File: src/rtl/phy_lane_table_sequencer_pkg.sv
// -----------------------------------------------------------------------------
// NetTypes: shared sizing constants and FSM state type for the physical-lane
// table sequencer.
//   NUM_SL3_LANES  default number of SL3 lanes
//   CONN_ID_WIDTH  default connection ID width
//   LANE_ID_WIDTH  default lane index / order / count width
//   phy_cfg_state_t sequencer FSM states
// -----------------------------------------------------------------------------
package NetTypes;

   localparam int NUM_SL3_LANES = 4;
   localparam int CONN_ID_WIDTH = 2;
   localparam int LANE_ID_WIDTH = 2;

   typedef enum logic [2:0] {
      IDLE,
      SCAN,
      CHECK,
      PROGRAM,
      READY,
      ERROR
   } phy_cfg_state_t;

endpackage

File: src/rtl/phy_lane_table_sequencer_if.sv
// -----------------------------------------------------------------------------
// Lane-assignment configuration port between the host register file (master)
// and the lane-table sequencer (slave).
//   cfg_valid    write request for one lane entry
//   cfg_lane     lane index being written
//   cfg_conn_id  connection assigned to that lane
//   cfg_lane_en  lane is used (1) or unused (0)
//   cfg_commit   start a table computation (single-cycle request)
//   cfg_ready    writes and commit are accepted this cycle
//   cfg_error    last commit was rejected; sticky until next accepted commit
// -----------------------------------------------------------------------------
interface phy_lane_table_sequencer_if
   import NetTypes::*;
#(
   parameter int CONN_ID_W = CONN_ID_WIDTH,
   parameter int LANE_ID_W = LANE_ID_WIDTH
);

   logic                 cfg_valid;
   logic [LANE_ID_W-1:0] cfg_lane;
   logic [CONN_ID_W-1:0] cfg_conn_id;
   logic                 cfg_lane_en;
   logic                 cfg_commit;
   logic                 cfg_ready;
   logic                 cfg_error;

   modport master (
      output cfg_valid, cfg_lane, cfg_conn_id, cfg_lane_en, cfg_commit,
      input  cfg_ready, cfg_error
   );

   modport slave (
      input  cfg_valid, cfg_lane, cfg_conn_id, cfg_lane_en, cfg_commit,
      output cfg_ready, cfg_error
   );

endinterface

File: src/rtl/phy_lane_table_sequencer.sv
// -----------------------------------------------------------------------------
// phy_lane_table_sequencer
// Holds shadow lane->connection assignments written over the cfg port. On
// commit it scans the lanes one per cycle to derive per-lane order IDs,
// per-connection lane counts and the highest used connection ID, then pulses
// physical_layer_program_en for one cycle and raises router_ready.
//
// Ports:
//   clk, rst                    clock, asynchronous active-high reset
//   cfg (slave)                 lane write / commit handshake, ready, error
//   lanes_connection_id         per-lane connection ID (all-ones = unused)
//   lanes_order_id              lane's rank within its connection
//   physical_lane_list_count    lanes in this lane's connection, minus one
//   num_connections_minus_one   highest used connection ID
//   physical_layer_program_en   one-cycle table load strobe
//   router_ready                table valid, physical layer may start
//
// Build option: define PHY_LANE_CFG_CHECK_EN to reject empty tables and
// non-contiguous connection IDs (ERROR state, cfg_error). Without it the
// check always passes and cfg_error is tied 0. Latency is identical.
// -----------------------------------------------------------------------------
module phy_lane_table_sequencer
   import NetTypes::*;
#(
   parameter int NUM_LANES = NUM_SL3_LANES,
   parameter int CONN_ID_W = CONN_ID_WIDTH,
   parameter int LANE_ID_W = LANE_ID_WIDTH
)
(
   input  logic                                  clk,
   input  logic                                  rst,
   phy_lane_table_sequencer_if.slave             cfg,
   output logic [NUM_LANES-1:0][CONN_ID_W-1:0]   lanes_connection_id,
   output logic [NUM_LANES-1:0][LANE_ID_W-1:0]   lanes_order_id,
   output logic [NUM_LANES-1:0][LANE_ID_W-1:0]   physical_lane_list_count,
   output logic [LANE_ID_W-1:0]                  num_connections_minus_one,
   output logic                                  physical_layer_program_en,
   output logic                                  router_ready
);

   localparam int NUM_CONN = 2**CONN_ID_W;
   // One extra bit so a connection owning every lane does not wrap to 0.
   localparam int CNT_W = LANE_ID_W + 1;
   localparam logic [LANE_ID_W-1:0] LAST_LANE = LANE_ID_W'(NUM_LANES - 1);

   phy_cfg_state_t state, state_nxt;

   logic [NUM_LANES-1:0]                 sh_en;
   logic [NUM_LANES-1:0][CONN_ID_W-1:0]  sh_conn;
   logic [NUM_CONN-1:0][CNT_W-1:0]       cnt;
   logic [NUM_LANES-1:0][CONN_ID_W-1:0]  work_conn;
   logic [NUM_LANES-1:0][LANE_ID_W-1:0]  work_order;
   logic [NUM_LANES-1:0][LANE_ID_W-1:0]  list_count;
   logic [CONN_ID_W-1:0]                 maxc;
   logic [LANE_ID_W-1:0]                 idx;
   logic [CONN_ID_W-1:0]                 scan_conn;
   logic                                 accept_wr;
   logic                                 accept_commit;
   logic                                 check_fail;
   logic                                 load_table;

   // ---------------------------------------------------------------- handshake
   assign cfg.cfg_ready     = (state == IDLE) || (state == READY) || (state == ERROR);
   assign accept_wr         = cfg.cfg_valid & cfg.cfg_ready & (int'(cfg.cfg_lane) < NUM_LANES);
   assign accept_commit     = cfg.cfg_commit & cfg.cfg_ready;
   assign physical_layer_program_en = (state == PROGRAM);
   assign router_ready      = (state == READY);
   assign scan_conn         = sh_conn[idx];
   assign load_table        = (state == CHECK) && !check_fail;

   // ------------------------------------------------------------ CHECK datapath
   // NOTE: every signal written in an always_comb gets a default before any
   // conditional assignment so no latch is inferred.
   always_comb begin
      list_count = '0;
      for (int i = 0; i < NUM_LANES; i++) begin
         if (sh_en[i]) list_count[i] = LANE_ID_W'(cnt[sh_conn[i]] - 1'b1);
      end
   end

`ifdef PHY_LANE_CFG_CHECK_EN
   // Reject an empty table, or any gap in connection IDs 0..maxc.
   always_comb begin
      check_fail = ~|sh_en;
      for (int c = 0; c < NUM_CONN; c++) begin
         if ((CONN_ID_W'(c) <= maxc) && (cnt[c] == '0)) check_fail = 1'b1;
      end
   end
   assign cfg.cfg_error = (state == ERROR);
`else
   assign check_fail    = 1'b0;
   assign cfg.cfg_error = 1'b0;
`endif

   // ------------------------------------------------------------------ FSM
   // NOTE: sequential state uses non-blocking assignments so every register
   // samples pre-edge values regardless of process ordering.
   always_ff @(posedge clk or posedge rst) begin
      if (rst) state <= IDLE;
      else     state <= state_nxt;
   end

   always_comb begin
      state_nxt = state;
      unique case (state)
         IDLE, READY, ERROR: if (accept_commit) state_nxt = SCAN;
         SCAN:               if (idx == LAST_LANE) state_nxt = CHECK;
         CHECK:              state_nxt = check_fail ? ERROR : PROGRAM;
         PROGRAM:            state_nxt = READY;
         default:            state_nxt = IDLE;
      endcase
   end

   // ------------------------------------------------------------- datapath
   // NOTE: the shadow table is reset too: "all lanes disabled" is the defined
   // power-up contents, so a commit before any write yields a known result.
   always_ff @(posedge clk or posedge rst) begin
      if (rst) begin
         sh_en                     <= '0;
         sh_conn                   <= '0;
         cnt                       <= '0;
         work_conn                 <= '0;
         work_order                <= '0;
         maxc                      <= '0;
         idx                       <= '0;
         lanes_connection_id       <= '0;
         lanes_order_id            <= '0;
         physical_lane_list_count  <= '0;
         num_connections_minus_one <= '0;
      end else begin
         // A write in the commit cycle lands here and the scan that starts
         // next cycle already sees it.
         if (accept_wr) begin
            sh_en[cfg.cfg_lane]   <= cfg.cfg_lane_en;
            sh_conn[cfg.cfg_lane] <= cfg.cfg_conn_id;
         end

         if (accept_commit) begin
            cnt  <= '0;
            maxc <= '0;
            idx  <= '0;
         end

         if (state == SCAN) begin
            idx <= idx + 1'b1;
            if (sh_en[idx]) begin
               work_conn[idx]  <= scan_conn;
               work_order[idx] <= LANE_ID_W'(cnt[scan_conn]);
               cnt[scan_conn]  <= cnt[scan_conn] + 1'b1;
               if (scan_conn > maxc) maxc <= scan_conn;
            end else begin
               work_conn[idx]  <= '1;
               work_order[idx] <= '0;
            end
         end

         // Outputs move only on the edge entering PROGRAM.
         if (load_table) begin
            lanes_connection_id       <= work_conn;
            lanes_order_id            <= work_order;
            physical_lane_list_count  <= list_count;
            num_connections_minus_one <= LANE_ID_W'(maxc);
         end
      end
   end

endmodule

File: src/flat_wrapper.sv
// flat-port wrapper written by rule: the top's interface ports become plain ports
module phy_lane_table_sequencer_flat import NetTypes::*;
#(
   parameter int NUM_LANES = NUM_SL3_LANES,
   parameter int CONN_ID_W = CONN_ID_WIDTH,
   parameter int LANE_ID_W = LANE_ID_WIDTH
)
  (clk, rst, lanes_connection_id, lanes_order_id, physical_lane_list_count, num_connections_minus_one, physical_layer_program_en, router_ready, cfg_cfg_valid, cfg_cfg_lane, cfg_cfg_conn_id, cfg_cfg_lane_en, cfg_cfg_commit, cfg_cfg_ready, cfg_cfg_error);
  phy_lane_table_sequencer_if #(.CONN_ID_W(CONN_ID_W), .LANE_ID_W(LANE_ID_W)) cfg_i ();
  input  logic clk;
  input  logic rst;
  output logic [NUM_LANES-1:0][CONN_ID_W-1:0] lanes_connection_id;
  output logic [NUM_LANES-1:0][LANE_ID_W-1:0] lanes_order_id;
  output logic [NUM_LANES-1:0][LANE_ID_W-1:0] physical_lane_list_count;
  output logic [LANE_ID_W-1:0] num_connections_minus_one;
  output logic physical_layer_program_en;
  output logic router_ready;
  input wire logic [$bits(cfg_i.cfg_valid)-1:0] cfg_cfg_valid;
  input wire logic [$bits(cfg_i.cfg_lane)-1:0] cfg_cfg_lane;
  input wire logic [$bits(cfg_i.cfg_conn_id)-1:0] cfg_cfg_conn_id;
  input wire logic [$bits(cfg_i.cfg_lane_en)-1:0] cfg_cfg_lane_en;
  input wire logic [$bits(cfg_i.cfg_commit)-1:0] cfg_cfg_commit;
  output wire logic [$bits(cfg_i.cfg_ready)-1:0] cfg_cfg_ready;
  output wire logic [$bits(cfg_i.cfg_error)-1:0] cfg_cfg_error;
  assign cfg_i.cfg_valid = cfg_cfg_valid;
  assign cfg_i.cfg_lane = cfg_cfg_lane;
  assign cfg_i.cfg_conn_id = cfg_cfg_conn_id;
  assign cfg_i.cfg_lane_en = cfg_cfg_lane_en;
  assign cfg_i.cfg_commit = cfg_cfg_commit;
  assign cfg_cfg_ready = cfg_i.cfg_ready;
  assign cfg_cfg_error = cfg_i.cfg_error;
  phy_lane_table_sequencer #(.NUM_LANES(NUM_LANES), .CONN_ID_W(CONN_ID_W), .LANE_ID_W(LANE_ID_W)) u_core (.clk(clk), .rst(rst), .cfg(cfg_i), .lanes_connection_id(lanes_connection_id), .lanes_order_id(lanes_order_id), .physical_lane_list_count(physical_lane_list_count), .num_connections_minus_one(num_connections_minus_one), .physical_layer_program_en(physical_layer_program_en), .router_ready(router_ready));
endmodule
File: config.mk
export PLATFORM = sky130hd
export DESIGN_NAME = phy_lane_table_sequencer_flat
export DESIGN_NICKNAME = d
export VERILOG_FILES = /design/src/rtl/phy_lane_table_sequencer_pkg.sv /design/src/rtl/phy_lane_table_sequencer_if.sv /design/src/rtl/phy_lane_table_sequencer.sv /design/src/flat_wrapper.sv
export SDC_FILE = /design/constraint.sdc
export NUM_CORES = 1
export LEC_CHECK = 0
export BUFFER_PORTS_ARGS = -buffer_cell sky130_fd_sc_hd__buf_4
export CORE_MARGIN = 2
export CORE_UTILIZATION = 57
export CTS_CLUSTER_SIZE = 40
export DETAILED_ROUTE_END_ITERATION = 12
export PLACE_DENSITY = 0.89
export SYNTH_ARGS = -nofsm -noshare
export SYNTH_HDL_FRONTEND = slang
export SYNTH_SLANG_ARGS = --single-unit
export TNS_END_PERCENT = 50
File: constraint.sdc
create_clock -name clk -period 2.55 [get_ports clk]
set_input_delay 0.51 -clock clk [delete_from_list [all_inputs] [get_ports clk]]
set_output_delay 0.51 -clock clk [all_outputs]
set_load 0.01 [all_outputs]
==> metrics.yaml, run 1 <==
outcome: "complete, no violations"
cts_tree: "done"
hold_path.class: "input pin to async pin"
drt_first_pass_iters: 4
clock.fmax_ghz: 0.455
netlist_instances: 299
cts.sinks: 69
die_w_um: 79.1
dieArea_um2: 6260
vias: 2323
place_ws_ns: 0.381
setup_slack_ns: 0.350
synthMostInstantiatedCell: "nand2_1"
power_leakage_nw: 1.89
ys_seq_area_frac: 0.537
synthTopCellsByArea: "dfrtp_1 (54%), nand2_1 (11%), mux4_2 (7.7%), mux2_2 (6.0%), o21ai_0 (3.9%)"
fin_util: 0.687
path_max_fanout: 8
rsz0062_at_grt: "false"
skew_ns: 0.0131
clk_path_buf_depth: 2
htreeDepth: 3
clock_latency_ns: 0.35
grt_pass1_vias: 2298
synth_flop_cell: "dfrtp_1"
final_layout_size_suffix_gt1_frac: 0.255
synth.distinct_cells: 32
antennaDiodeCount: 0
synth.cell_area_um2: 3210
grt.total_usage: 0.229
clkTransAtPathRegs_ns: 0.07
final_cells: 417
drt_wl_total_mm: 6.38
drc: 0
yosys_warnings: 0
wl_per_cell_um: 15.3
finalInstanceArea_um2: 3760
relSlewSlack: 0.609
core_um2: 5470
syn_avg_cell_area_um2: 10.8
place.gp.congestion: 0.874
synth_top_area_share: 0.537
power.density_nw_per_um2: 1340
synthArstFlopShare: 1.00
ant_nets: 0
antenna_found_initial: 0
ios: 39
r2r_start: "u_core.idx[0]"
grt.overflow.total: 0
syn_nets: 314
synth-edff-count: 0
viasPerCell: 5.57
ir_drop_uv: 785
maxCapViolCount: 0
slew_viol_final: 0
port_buffers: 37
synthTopCellsByCount: "nand2_1 (98), dfrtp_1 (69), o21ai_0 (25), mux2_2 (17), nand3_1 (13)"
hold_viol: 0
hold_buffers: 0
hpwlAfterDp_mm: 4.46
synth-seq-cells: 69
crit_type: "register to register"
grt_max_degree: 44
numCtsBuffers: 9
min_period_ns: 2.20
first_iter_violations: 151
dp_cells: 401
num-nets-final: 355
nFillCells: 436
synthToLayoutAreaGrowth_pct: 17.0
crit_path_start: "u_core.idx[0]"
cts_root_buffer: "clkbuf_8"
cts-resized-gates: 0
fin_crit_sh: 0.863
arrival_ns: 2.46
worst_pin_slew_ns: 0.586
die_h_um: 79.1
grt_pass1_wl_mm: 10.9
place_area_um2: 3570
core.rowCount: 27
required_ns: 2.81
cts_setup_buffers: 0
tns_ns: 0
start_util: 0.587
setup_viol: 0
critPathLaunchType: "register"
end_kind: "register"
yosysTopAreaCell: "dfrtp_1"
[cell type report]
type                    instances  area, um^2  area share
repair buffers                 40         313      0.0832
multi-input cells             213        1410       0.376
clock inverters                 4        47.5      0.0126
inverters                       7        26.3     0.00699
clock buffers                  12         145      0.0386
flip-flops and latches         69        1730       0.459
well taps                      72        90.1      0.0240
[where the power goes]
| group | internal (W) | switching, W | total, W | leakage (nW) |
|---|---|---|---|---|
| clock | 0.000476 | 0.000400 | 0.000876 | 0.0964 |
| sequential | 0.00158 | 0.000436 | 0.00202 | 0.893 |
| combinational | 0.00102 | 0.00114 | 0.00216 | 0.896 |
[stage by stage]
stage,total power [W],hold WS [ns]
CTS,0.00507,0.243
global route,0.00544,0.275
finish,0.00505,0.227
floorplan,0.00346,0.433
detailed placement,0.00418,0.451
global placement,0.00406,0.445
[logic make-up (layout without fill, tap and decap cells)]
family	after synthesis	count (layout)	share of synthesized area
and+or+nand+nor	131	131	0.172
buffers and inverters	17	63	0.0234
AOI/OAI and AO/OA	30	30	0.0529
adders and majority gates	6	6	0.0234
other	1	1	0.00117
xor gates and xnor gates	4	4	0.0109
DFF	69	69	0.537
muxes	41	41	0.179
[cells in the final DEF, fill, tap and decap left out, types with 2 or more instances in the layout]
cell type / synthesis / final
nand2_1: 98 / 98
dfrtp_1: 69 / 69
buf_4: 1 / 39
o21ai_0: 25 / 25
mux2_2: 17 / 17
nand3_1: 13 / 13
mux2i_1: 12 / 12
mux4_2: 11 / 11
clkbuf_8: 0 / 10
inv_1: 7 / 6
ha_1: 6 / 6
nor2_1: 5 / 5
xor2_1: 4 / 4
nor2b_1: 3 / 3
nand4_1: 3 / 3
nand2b_1: 2 / 2
clkinv_2: 0 / 2
clkbuf_1: 7 / 2
[routing by layer]
| layer | global-route usage | part of all wire | vias to the layer above |
|---|---|---|---|
| met3 | 0.0568 | 0.064 | 12 |
| met5 | 0 | 0 | - |
| li1 | - | - | 1105 |
| met4 | 0.114 | 0.018 | 0 |
| met1 | 0.301 | 0.42 | 1121 |
| met2 | 0.358 | 0.50 | 85 |
[worst max-delay path, cell delays in order (launching register included)]
cell and delay (ns):
dfrtp_1 0.51, mux4_2 0.64, ha_1 0.34, nor2b_1 0.13, o2111ai_1 0.28, nand3_1 0.11, o21ai_0 0.10
[path summary, 6_finish.rpt]
check / endpoint / slack, ns / cells after the start
max: u_core.maxc[0] / 0.35 / 6
min: u_core.lanes_order_id[1] / 0.23 / 2
max reg2reg: u_core.maxc[0] / 0.35 / 6
min reg2reg: u_core.lanes_order_id[1] / 0.46 / 2
max in group asynchronous: u_core.lanes_order_id[6] / 1.69 / 3
min in group clk: u_core.state[2] / 0.35 / 2
[state kept, by name, summed over array words and instances, names as in the netlist, 3 cells and up]
register,cells
u_core.sh_en,4
u_core.lanes_order_id,8
u_core.state,3
u_core.lanes_connection_id,8
u_core.work_order,8
u_core.sh_conn,8
u_core.work_conn,8
u_core.cnt,8
u_core.physical_lane_list_count,8
Note: power is estimated with default switching activity, not from simulation.
==> run 2, diff against run 1 <==
- CORE_MARGIN: 2 -> not set
- CORE_UTILIZATION: 57 -> 61
- PLACE_DENSITY: 0.89 -> 0.94
- RECOVER_POWER: not set -> 100
- clock period: 2.55 -> 2.8 ns (I/O delays scaled with it)
==> run 2 against run 1 <==
Clock power decreased by 7.3%. Register-to-register slack improved by 0.15 ns. Global-route usage increased by 4.0 points. Critical path type unchanged. Highest routed layer unchanged.
==> metrics.yaml, run 2 (synthesis results as in run 1) <==
worst_hold_slack_ns: 0.396  # +0.169 ns
ant_nets: 0  # unchanged
antenna_found_initial: 0  # unchanged
place_ws_ns: 0.533  # +0.151 ns
nFillCells: 410  # -6.0%
viasPerCell: 5.67  # +1.8%
place.gp.congestion: 0.855  # -2.2%
dieArea_um2: 5560  # -11%
fin_util: 0.716  # +0.0290
slew_viol_final: 0  # unchanged
final_layout_size_suffix_gt1_frac: 0.156  # -0.0990
outcome: "complete, no violations"
multi_input_area_um2: 1400  # -0.71%
required_ns: 3.06  # +0.25 ns
tns_ns: 0  # unchanged
start_util: 0.633  # +0.0460
power.density_nw_per_um2: 1230  # -8.2%
core.rowCount: 26  # -3.7%
hold_viol: 0  # unchanged
wl_per_cell_um: 15.9  # +4.1%
cts_root_buffer: "clkbuf_8"
setup_slack_ns: 0.497  # +0.147 ns
cts_setup_buffers: 0  # unchanged
worst_pin_slew_ns: 1.41  # +0.827 ns
rsz0062_at_grt: "false"
final_cell_mix: "nand2_1 (98), dfrtp_1 (69), clkbuf_1 (31), o21ai_0 (25), mux2_2 (15)"
cts-resized-gates: 0  # unchanged
finalPower_w: 0.00448  # -11%
clk_path_buf_depth: 2  # unchanged
hold_path.class: "input pin to register"
cts_tree: "done"
antennaDiodeCount: 0  # unchanged
htreeDepth: 3  # unchanged
arrival_ns: 2.56  # +0.10 ns
grt.total_usage: 0.269  # +0.0396
die_w_um: 74.6  # -5.7%
cts.sinks: 69  # unchanged
port_buffers: 37  # unchanged
clkTransAtPathRegs_ns: 0.07  # about the same
final_common_cell: "nand2_1"
grt_pass1_wl_mm: 10.8  # -0.70%
ir_drop_uv: 761  # -3.0%
power_leakage_nw: 1.75  # -7.0%
synthToLayoutAreaGrowth_pct: 13.1
critPathLaunchType: "register"
num-nets-final: 356  # +0.28%
grt_pass1_vias: 2232  # -2.9%
hold_buffers: 0  # unchanged
ios: 39  # unchanged
first_iter_violations: 165  # +9.3%
grt_max_degree: 34  # -23%
drt_wl_total_mm: 6.62  # +3.8%
die_h_um: 74.6  # -5.7%
drc: 0  # unchanged
vias: 2358  # +1.5%
min_period_ns: 2.30  # +0.103 ns
numCtsBuffers: 9  # unchanged
clock_latency_ns: 0.35  # about the same
end_kind: "register"
grt.overflow.total: 0  # unchanged
crit_type: "register to register"
setup_viol: 0  # unchanged
r2r_setup_slack_ns: 0.50  # +0.15 ns
skew_ns: 0.00769  # -0.00546 ns
fin_crit_sh: 0.822  # -0.0403
relSlewSlack: 0.0580  # -0.551
core_um2: 5070  # -7.3%
drt_first_pass_iters: 5  # +1
clock.fmax_ghz: 0.434  # -4.5%
hpwlAfterDp_mm: 4.67  # +4.6%
path_max_fanout: 8  # unchanged
regArea_um2: 1730  # unchanged
maxCapViolCount: 0  # unchanged
-- run 2: changes by cell type in the layout (fill, tap and decap cells not counted), sizes merged --
| cell | change |
|---|---|
| buf | -31 |
| clkbuf | +30 |
| clkinvlp | +2 |
-- run 2: worst paths after layout --
check | depth (start not counted) | from | endpoint
hold / removal | 2 | cfg_cfg_commit | u_core.state[2]
setup / recovery | 6 | u_core.idx[0] | u_core.maxc[1]
min in group asynchronous | 2 | rst | u_core.work_conn[5]
hold reg to reg | 2 | u_core.lanes_connection_id[1] | u_core.lanes_connection_id[1]
setup reg to reg | 6 | u_core.idx[0] | u_core.maxc[1]
max in group asynchronous | 3 | rst | u_core.sh_en[1]
-- run 2: critical path, stage by stage, from the launching register on --
cell and delay [ns]:
dfrtp_1 0.50, mux4_2 0.64, ha_1 0.34, nor2b_1 0.14, o2111ai_1 0.35, nand3_1 0.13, o21ai_0 0.11
-- run 2: cell type report --
cell class	instances	area share
timing repair buffer	41	0.0527
multi-input combinational	213	0.386
tap	70	0.0241
sequential	69	0.475
clock inverter	6	0.0172
clock buffer	10	0.0379
inverter	7	0.00723
-- run 2: metal layers --
metal	vias up	share of wire	track usage
met3	17	0.055	0.0637
met1	1157	0.42	0.346
met5	-	0	0
met2	81	0.50	0.425
met4	0	0.021	0.143
li1	1103	-	-
-- run 2: metrics by stage --
stage,cells,cell area [um^2]
after floorplan,299,3210
after global routing,416,3630
after global placement,400,3560
after CTS,416,3760
after detailed placement,400,3560
final,416,3630
-- run 2: report_power, final --
part	switching (W)	internal [W]	leakage (nW)	total, W
logic	0.00105	0.000768	0.767	0.00182
clock network	0.000380	0.000431	0.0943	0.000812
registers	0.000411	0.00144	0.893	0.00185
total	0.00184	0.00264	1.75	0.00448
==> run 3, diff against run 2 <==
- CORE_UTILIZATION: 61 -> 52
- PLACE_DENSITY: 0.94 -> 0.86
- clock period: 2.8 -> 1.85 ns (I/O delays scaled with it)
==> run 3 against run 2 <==
The flow now finishes with violations (setup timing). Fmax is 18% higher. Critical path type unchanged. Via count rose by 2.3%. Count of clock-buffer cells in the layout up 1. Sequential share of layout area is 3.7 points lower. First-iteration DRC count up 27%. Cell count grew 6.5%. Sequential cell count stayed put. Clock power up 47%. Critical path depth unchanged.
==> metrics.yaml, run 3 (synthesis results as in run 1) <==
hold_buffers: 0  # unchanged
power.density_nw_per_um2: 1970  # +59%
required_ns: 2.07  # -0.99 ns
crit_type: "register to register"
path_max_fanout: 4  # -4
drt_wl_total_mm: 6.89  # +4.1%
dieArea_um2: 6500  # +17%
cts_tree: "done"
grt_pass1_vias: 2419  # +8.4%
first_iter_violations: 210  # +27%
finalPower_w: 0.00776  # +73%
drt_first_pass_iters: 4  # -1
cts.sinks: 69  # unchanged
setup_slack_ns: -0.106  # -0.603 ns
viasPerCell: 5.44  # -3.9%
grt_max_degree: 29  # -15%
relSlewSlack: 0.385  # +0.327
numCtsBuffers: 9  # unchanged
place.gp.congestion: 0.836  # -2.2%
core.rowCount: 28  # +7.7%
num-nets-final: 381  # +7.0%
slowest_delay_ns: 0.58  # -0.06 ns
min_period_ns: 1.96  # -0.347 ns
core_um2: 5960  # +17%
start_util: 0.540  # -0.0937
hpwlAfterDp_mm: 4.79  # +2.7%
drc: 0  # unchanged
antennaDiodeCount: 0  # unchanged
grt.total_usage: 0.237  # -0.0319
clock_latency_ns: 0.34  # about the same
grt_pass1_wl_mm: 11.3  # +5.0%
ios: 39  # unchanged
cts_root_buffer: "clkbuf_8"
wl_per_cell_um: 15.6  # -2.3%
slew_viol_final: 0  # unchanged
skew_ns: 0.00677  # -0.000917 ns
outcome: "finished, violations left"
fin_crit_sh: 1.06  # +0.235
grt.overflow.total: 0  # unchanged
die_w_um: 80.6  # +8.1%
tns_ns: -0.631  # -0.631 ns
synthToLayoutAreaGrowth_pct: 22.8
critPathLaunchType: "register"
clock.fmax_ghz: 0.511  # +18%
end_kind: "register"
clkTransAtPathRegs_ns: 0.07  # about the same
crit_chain: "mux4_2, ha_4, nor2b_4, o2111ai_4, nand3_2, o21ai_1"
htreeDepth: 3  # unchanged
power_leakage_nw: 1.91  # +9.1%
hold_viol: 0  # unchanged
ir_drop_uv: 1060  # +39%
maxCapViolCount: 0  # unchanged
crit_path_top_delay_cell: "mux4_2"
worst_pin_slew_ns: 0.918  # -0.496 ns
failed_checks: "setup timing"
die_h_um: 80.6  # +8.1%
vias: 2412  # +2.3%
arrival_ns: 2.18  # -0.38 ns
ant_nets: 0  # unchanged
final_layout_size_suffix_gt1_frac: 0.283  # +0.127
crit_buf_inv: 0  # unchanged
hold_path.class: "input pin to async pin"
setup_viol: 14  # +14
port_buffers: 37  # unchanged
final_common_cell: "nand2_1"
crit_family: "multiplexers"
rsz0062_at_grt: "true"
clk_path_buf_depth: 2  # unchanged
final_cell_mix: "nand2_1 (97), dfrtp_1 (68), buf_4 (36), clkbuf_1 (27), o21ai_0 (19)"
antenna_found_initial: 0  # unchanged
==> run 3: final cells by class <==
cell class / instances / area, um^2
clock buffer: 11 / 151
multi-input combinational: 213 / 1520
sequential: 69 / 1730
inverter: 7 / 27.5
timing repair buffer: 66 / 389
clock inverter: 2 / 35.0
tap: 75 / 93.8
fill: 469 / 2010
==> run 3: metal layers <==
metal  track usage  part of all wire
met1         0.303              0.43
met2         0.383              0.50
met3        0.0602             0.052
met4        0.0964             0.020
met5             0                 0
==> run 3: power breakdown <==
group          total [W]  switching, W  internal [W]  leakage [nW]
Sequential       0.00267      0.000488       0.00218         0.892
Combinational    0.00390       0.00205       0.00185         0.925
Clock            0.00119      0.000517      0.000671        0.0971
Total            0.00776       0.00306       0.00470          1.91
==> run 3: timing repair <==
action | 4_1_cts | 5_1_grt
endpoints found under the hold margin | 0 | 0
pin swaps | 4 | 3
setup endpoints to repair | 15 | 22
resized for setup | 13 | 17
setup buffers | 2 | 1
==> run 3: path summary, 6_finish.rpt <==
kind,startpoint,depth (start not counted),slack [ns],end
max in group asynchronous,rst,3,0.55,u_core.maxc[1]
setup reg to reg,u_core.idx[0],6,-0.11,u_core.maxc[0]
hold / removal,rst,2,0.18,u_core.state[1]
min in group clk,cfg_cfg_commit,2,0.22,u_core.state[2]
setup / recovery,u_core.idx[0],6,-0.11,u_core.maxc[0]
hold reg to reg,u_core.lanes_order_id[7],2,0.47,u_core.lanes_order_id[7]
==> run 3: worst reg2reg max path, delay by kind of cell, from the launching register on <==
| kind | cells | cell delay (ns) |
|---|---|---|
| multiplexers | 1 | 0.58 |
| adder cells (fa/ha/maj) | 1 | 0.32 |
| flip-flops | 1 | 0.41 |
| AO/OA/AOI/OAI | 2 | 0.28 |
| AND/OR/NAND/NOR | 2 | 0.26 |
==> run 3: stage by stage <==
step	hold WS, ns	utilization	setup WS [ns]	cells	cell area (um^2)
floorplan	0.433	-	-0.153	299	3220
global placement	0.442	0.632	-0.0684	427	3760
detailed placement	0.447	0.632	-0.151	427	3760
CTS	0.0809	0.671	-0.0506	442	4000
global route	0.218	0.663	-0.151	443	3950
finish	0.178	0.663	-0.106	443	3950
